$ cat config.mk
export PLATFORM = sky130hd
export DESIGN_NAME = ram_ctrl
export DESIGN_NICKNAME = d
export VERILOG_FILES = /design/src/rtl/ram_ctrl.sv
export SDC_FILE = /design/constraint.sdc
export NUM_CORES = 1
export LEC_CHECK = 0
export CORE_UTILIZATION = 42
export DETAILED_ROUTE_END_ITERATION = 10
export PLACE_DENSITY_LB_ADDON = 0.1
export SYNTH_ARGS = -nofsm -noshare
export SYNTH_HDL_FRONTEND = slang
export SYNTH_SLANG_ARGS = --single-unit
$ cat constraint.sdc
create_clock -name clk -period 3.6 [get_ports clk]
set_input_delay 0.72 -clock clk [delete_from_list [all_inputs] [get_ports clk]]
set_output_delay 0.72 -clock clk [all_outputs]
set_load 0.01 [all_outputs]
$ cat src/rtl/ram_ctrl.sv
// ram_ctrl: request-side controller for a single-port tri-state-bus RAM.
// Turns a valid/ready request stream into two-cycle write and read strobe
// sequences, inserts a bus turnaround cycle after every write, and returns
// read data on a valid/ready response channel. The data bus is kept split
// (mem_wdata / mem_oe / mem_rdata); the enclosing top level builds the
// tri-state pad from these.
module ram_ctrl #(
  parameter int DATA_WIDE = 32,
  parameter int DEEP      = 512,
  parameter int ADDR_WIDE = $clog2(DEEP)
) (
  input  logic                 clk,
  input  logic                 rst,
  // request channel
  input  logic                 req_valid,
  output logic                 req_ready,
  input  logic                 req_we,
  input  logic [ADDR_WIDE-1:0] req_addr,
  input  logic [DATA_WIDE-1:0] req_wdata,
  // response channel
  output logic                 rsp_valid,
  input  logic                 rsp_ready,
  output logic [DATA_WIDE-1:0] rsp_rdata,
  output logic                 rsp_err,
  output logic                 wr_done,
  // RAM side
  output logic                 mem_wr_en,
  output logic                 mem_re_en,
  output logic [ADDR_WIDE-1:0] mem_addr,
  output logic [DATA_WIDE-1:0] mem_wdata,
  output logic                 mem_oe,
  input  logic [DATA_WIDE-1:0] mem_rdata
);

  typedef enum logic [2:0] {
    S_IDLE = 3'd0,
    S_WR1  = 3'd1,
    S_WR2  = 3'd2,
    S_TURN = 3'd3,
    S_RD1  = 3'd4,
    S_RD2  = 3'd5,
    S_RESP = 3'd6
  } state_t;

  // One extra bit so DEEP itself is representable when DEEP is a power of 2.
  localparam logic [ADDR_WIDE:0] DEEP_LIM = (ADDR_WIDE + 1)'(DEEP);

  state_t               state_reg;
  state_t               state_next;
  logic [ADDR_WIDE-1:0] addr_reg;
  logic [DATA_WIDE-1:0] wdata_reg;
  logic [DATA_WIDE-1:0] rdata_reg;
  logic                 err_reg;
  logic                 accept;
  logic                 in_range;

  // Addresses are used verbatim; anything at or beyond DEEP is rejected.
  assign in_range = ({1'b0, req_addr} < DEEP_LIM);
  assign accept   = req_valid && req_ready;

  // State register.
  always_ff @(posedge clk) begin
    if (rst) begin
      state_reg <= S_IDLE;
    end else begin
      state_reg <= state_next;
    end
  end

  // Next-state decode: fixed two-cycle strobes, turnaround after writes,
  // response held until the consumer takes it.
  always_comb begin
    state_next = state_reg;
    unique case (state_reg)
      S_IDLE: begin
        if (accept) begin
          if (req_we) begin
            state_next = in_range ? S_WR1 : S_TURN;
          end else begin
            state_next = in_range ? S_RD1 : S_RESP;
          end
        end
      end
      S_WR1:  state_next = S_WR2;
      S_WR2:  state_next = S_TURN;
      S_TURN: state_next = S_IDLE;
      S_RD1:  state_next = S_RD2;
      S_RD2:  state_next = S_RESP;
      S_RESP: begin
        if (rsp_ready) begin
          state_next = S_IDLE;
        end
      end
      default: state_next = S_IDLE;
    endcase
  end

  // Output decode: strobes come straight from the state so the bus driver
  // (mem_oe) can only ever be on in WR1/WR2, never alongside a read enable.
  always_comb begin
    mem_wr_en = 1'b0;
    mem_re_en = 1'b0;
    mem_oe    = 1'b0;
    wr_done   = 1'b0;
    rsp_valid = 1'b0;
    unique case (state_reg)
      S_WR1, S_WR2: begin
        mem_wr_en = 1'b1;
        mem_oe    = 1'b1;
      end
      S_RD1, S_RD2: mem_re_en = 1'b1;
      S_TURN:       wr_done   = 1'b1;
      S_RESP:       rsp_valid = 1'b1;
      default: ;
    endcase
    // Held low while reset is asserted so nothing is accepted mid-reset.
    req_ready = (state_reg == S_IDLE) && !rsp_valid && !rst;
  end

  // Request latch and read-data capture; everything here is held stable
  // across the strobe and response cycles.
  always_ff @(posedge clk) begin
    if (rst) begin
      addr_reg  <= '0;
      wdata_reg <= '0;
      rdata_reg <= '0;
      err_reg   <= 1'b0;
    end else begin
      if (accept) begin
        addr_reg <= req_addr;
        if (req_we) begin
          wdata_reg <= req_wdata;
        end else if (!in_range) begin
          rdata_reg <= '0;
          err_reg   <= 1'b1;
        end
      end
      if (state_reg == S_RD2) begin
        rdata_reg <= mem_rdata;
        err_reg   <= 1'b0;
      end
    end
  end

  assign mem_addr  = addr_reg;
  assign mem_wdata = wdata_reg;
  assign rsp_rdata = rdata_reg;
  assign rsp_err   = err_reg;

endmodule
==> flow_results.xml <==
<?xml version="1.0" encoding="UTF-8"?>
<metrics>
  <group name="sta">
    <metric name="max-slew-margin-rel" unit="%">24.9</metric>
    <metric name="max_clk_rate" unit="GHz">0.325</metric>
    <metric name="finClkSkew" unit="ns">0.00908</metric>
    <metric name="setup-tns-final" unit="ns">0</metric>
    <metric name="fin_crit_sh" unit="%">85.4</metric>
    <metric name="tightest_slew" unit="ns">1.13</metric>
    <metric name="timing.final.hold_violations" unit="">0</metric>
    <metric name="final.setup.worst_slack" unit="ns">0.525</metric>
    <metric name="final_max_slew_viol_count" unit="">0</metric>
    <metric name="rsz0062_at_grt" unit="">false</metric>
    <metric name="post-route-min-period" unit="ns">3.08</metric>
    <metric name="setup_viol" unit="">0</metric>
  </group>
  <group name="synthesis">
    <metric name="synth_area_per_cell" unit="um2">8.39</metric>
    <metric name="synth-edff-count" unit="">0</metric>
    <metric name="synth.yosys.seq_area_share" unit="%">51.1</metric>
    <metric name="syn-num-nets" unit="">433</metric>
    <metric name="yosys.area.top_type" unit="">sky130_fd_sc_hd__dfxtp_1</metric>
    <metric name="ys_ff_latch" unit="">76</metric>
    <metric name="leading_cell_types_by_count_after_synthesis" unit="">sky130_fd_sc_hd__dfxtp_1, sky130_fd_sc_hd__a21oi_1, sky130_fd_sc_hd__nand2_1</metric>
    <metric name="post_synth_main_area_contributors" unit="">sky130_fd_sc_hd__dfxtp_1, sky130_fd_sc_hd__a21oi_1, sky130_fd_sc_hd__nand2_1</metric>
    <metric name="synth_cells" unit="">355</metric>
    <metric name="synth.cell_area" unit="um2">2980</metric>
    <metric name="synthMostInstantiatedCell" unit="">sky130_fd_sc_hd__dfxtp_1</metric>
    <metric name="yosysTopAreaCellShare" unit="%">51.1</metric>
    <metric name="netlist-cell-type-count" unit="">26</metric>
    <metric name="synth-async-reset-ratio" unit="%">0</metric>
    <metric name="synthFlopType" unit="">sky130_fd_sc_hd__dfxtp_1</metric>
    <metric name="synth-warning-count" unit="">0</metric>
  </group>
  <group name="setup_path">
    <metric name="crit_required" unit="ns">2.88</metric>
    <metric name="worst_path_dominant_cell_family" unit="">buffers and inverters</metric>
    <metric name="cpPeakStageDelay" unit="ns">0.77</metric>
    <metric name="timing.critical_path.arrival" unit="ns">2.36</metric>
    <metric name="critical_path_buf_inv_count" unit="">2</metric>
    <metric name="setup.worst_path.class" unit="">reg2out</metric>
    <metric name="crit_slowest_cell" unit="">sky130_fd_sc_hd__or4_4</metric>
    <metric name="worst_setup_path_end_kind" unit="">output pin</metric>
    <metric name="crit_path_start_kind" unit="">flop</metric>
    <metric name="crit_chain" unit="">or4_4 &gt; clkinv_8 &gt; clkdlybuf4s50_1</metric>
    <metric name="cp_max_fo" unit="">43</metric>
  </group>
  <group name="pwr">
    <metric name="power_per_unit_of_standard_cell_area" unit="nW/um2">414</metric>
    <metric name="power_leakage" unit="uW">0.00156</metric>
    <metric name="power_frac_comb" unit="%">16.2</metric>
    <metric name="seq_power_share" unit="%">46.5</metric>
    <metric name="internal_cell_power" unit="uW">1450</metric>
    <metric name="power.share.clock" unit="%">37.3</metric>
    <metric name="vdd_drop_max" unit="V">0.000263</metric>
    <metric name="power_switching_share" unit="%">24.8</metric>
    <metric name="p_switching" unit="uW">477</metric>
  </group>
  <group name="placed_design">
    <metric name="placement.setup.worst_slack" unit="ns">0.603</metric>
    <metric name="dp_hpwl" unit="mm">5.46</metric>
    <metric name="port_buf_inserts" unit="">156</metric>
    <metric name="finalWeightedCongestion" unit="">0.739</metric>
  </group>
  <group name="run_status">
    <metric name="run_status" unit="">complete, no violations</metric>
  </group>
  <group name="drt">
    <metric name="avgViaCountPerCell" unit="">4.97</metric>
    <metric name="detail_route.first_pass.iterations" unit="">4</metric>
    <metric name="drc" unit="">0</metric>
    <metric name="wirelength" unit="mm">8.19</metric>
    <metric name="route.detailed.wl_per_inst" unit="um">13.9</metric>
    <metric name="detailedRoute.firstIterationViolations" unit="">125</metric>
    <metric name="vias" unit="">2931</metric>
    <metric name="antenna_violating_nets_remaining" unit="">0</metric>
  </group>
  <group name="clocking">
    <metric name="hold_fix_buffers_cts" unit="">0</metric>
    <metric name="cts.repair.resized" unit="">0</metric>
    <metric name="max-clock-path-buffers" unit="">2</metric>
    <metric name="cts_setup_buffers" unit="">0</metric>
    <metric name="clk_latency" unit="ns">0.34</metric>
    <metric name="tritoncts_num_sinks" unit="">76</metric>
    <metric name="cts_tree" unit="">yes</metric>
    <metric name="clock_tree.root_cell" unit="">sky130_fd_sc_hd__clkbuf_8</metric>
    <metric name="numCtsBuffers" unit="">9</metric>
    <metric name="post_cts_clock_slew_at_the_launch_and_capture_registers_of_the_worst_setup_and_hold_paths" unit="ns">0.07</metric>
    <metric name="htree_num_levels" unit="">3</metric>
  </group>
  <group name="layout">
    <metric name="n_antenna_cell" unit="">0</metric>
    <metric name="flow.area_growth_from_synthesis" unit="%">56.4</metric>
    <metric name="fillCellCount" unit="">594</metric>
    <metric name="num-nets-final" unit="">567</metric>
    <metric name="share_of_layout_cells_above_drive_strength_1" unit="%">6.48</metric>
  </group>
  <group name="grt">
    <metric name="first_global_vias" unit="">2763</metric>
    <metric name="globalRoute.totalOverflow" unit="">0</metric>
    <metric name="maximum_number_of_pins_on_one_net_before_global_route_repair" unit="">77</metric>
    <metric name="initial_antenna_violation_count" unit="">0</metric>
    <metric name="wire_length_of_the_first_global_routing_pass" unit="mm">12.9</metric>
    <metric name="grt_use_total" unit="%">22.1</metric>
  </group>
  <group name="floorplanning">
    <metric name="core.rowCount" unit="">30</metric>
    <metric name="die_x" unit="um">86.2</metric>
    <metric name="core" unit="um2">6830</metric>
    <metric name="die-area" unit="um2">7430</metric>
    <metric name="dieHeight" unit="um">86.2</metric>
    <metric name="initial_utilization" unit="%">43.6</metric>
    <metric name="top_level_ports" unit="">158</metric>
  </group>
  <group name="job">
    <metric name="max_cap_violations" unit="">0</metric>
  </group>
  <group name="worst_hold_path">
    <metric name="hold_path_class" unit="">reg2reg</metric>
  </group>
</metrics>
[layer usage]
metal  track usage, %  wire (um)
met5                0          0
met4             9.39        136
met3             7.52        727
met2             34.9       3750
met1             27.4       3570
[stage by stage]
| stage | std cells | utilization, % | cell area, um2 | total power, uW | hold slack (ns) |
|---|---|---|---|---|---|
| 2_1_floorplan | 355 | - | 2980 | 1080 | 0.481 |
| 3_3_place_gp | 574 | 64.9 | 4430 | 1220 | 0.440 |
| 3_5_place_dp | 574 | 64.9 | 4430 | 1230 | 0.448 |
| 4_1_cts | 590 | 68.2 | 4660 | 1950 | 0.456 |
| 5_1_grt | 590 | 68.2 | 4660 | 2010 | 0.473 |
| 6_report | 590 | 68.2 | 4660 | 1930 | 0.454 |
[logic make-up (layout without fill, tap and decap cells)]
logic type	after synthesis	after routing	synth area share, %
AO/OA/AOI/OAI	111	111	20.0
flip-flops	76	76	51.1
other	1	1	0.126
AND/OR/NAND/NOR	129	129	19.9
buffers and inverters	38	177	8.90
[final timing paths]
check                  to    startpoint  slack [ns]  cells past startpoint
min          rsp_rdata[2]  rsp_rdata[2]        0.45                      2
max reg2reg   mem_addr[5]  state_reg[2]        1.69                      4
min reg2reg  rsp_rdata[2]  rsp_rdata[2]        0.45                      2
max             req_ready  state_reg[2]        0.52                      3
[worst min-delay path, cell delays in order, from the launching register on]
cell and delay [ns]:
sky130_fd_sc_hd__dfxtp_1 0.31, sky130_fd_sc_hd__nand2_1 0.05, sky130_fd_sc_hd__a21oi_1 0.05
[layout make-up]
| type | count | area, um2 | area share [%] |
|---|---|---|---|
| clock buffer | 10 | 138 | 2.95 |
| multi-input combinational | 241 | 1190 | 25.6 |
| clock inverter | 6 | 87.6 | 1.88 |
| timing repair buffer | 159 | 1580 | 33.9 |
| sequential | 76 | 1520 | 32.7 |
| inverter | 2 | 20.0 | 0.430 |
| tap | 96 | 120 | 2.58 |
[power groups by stage]
stage | Sequential, uW | Clock, uW | Combinational, uW
floorplan | 923 | 0 | 160
global placement | 913 | 0 | 311
detailed placement | 915 | 0 | 314
CTS | 895 | 734 | 316
global route | 901 | 773 | 338
finish | 896 | 718 | 313
[placed cells by master, fill, tap and decap left out, types with 2 or more instances in the layout]
cell,count
sky130_fd_sc_hd__clkdlybuf4s50_1,155
sky130_fd_sc_hd__nand3_1,41
sky130_fd_sc_hd__o21ai_1,4
sky130_fd_sc_hd__nand2_1,66
sky130_fd_sc_hd__nor2_1,4
sky130_fd_sc_hd__clkinvlp_4,3
sky130_fd_sc_hd__buf_4,3
sky130_fd_sc_hd__o21ai_2,9
sky130_fd_sc_hd__bufinv_16,2
sky130_fd_sc_hd__a21oi_1,67
sky130_fd_sc_hd__o21ai_0,29
sky130_fd_sc_hd__nand2b_1,11
sky130_fd_sc_hd__clkbuf_8,10
sky130_fd_sc_hd__dfxtp_1,76
Power figures use the tool's default switching activity.
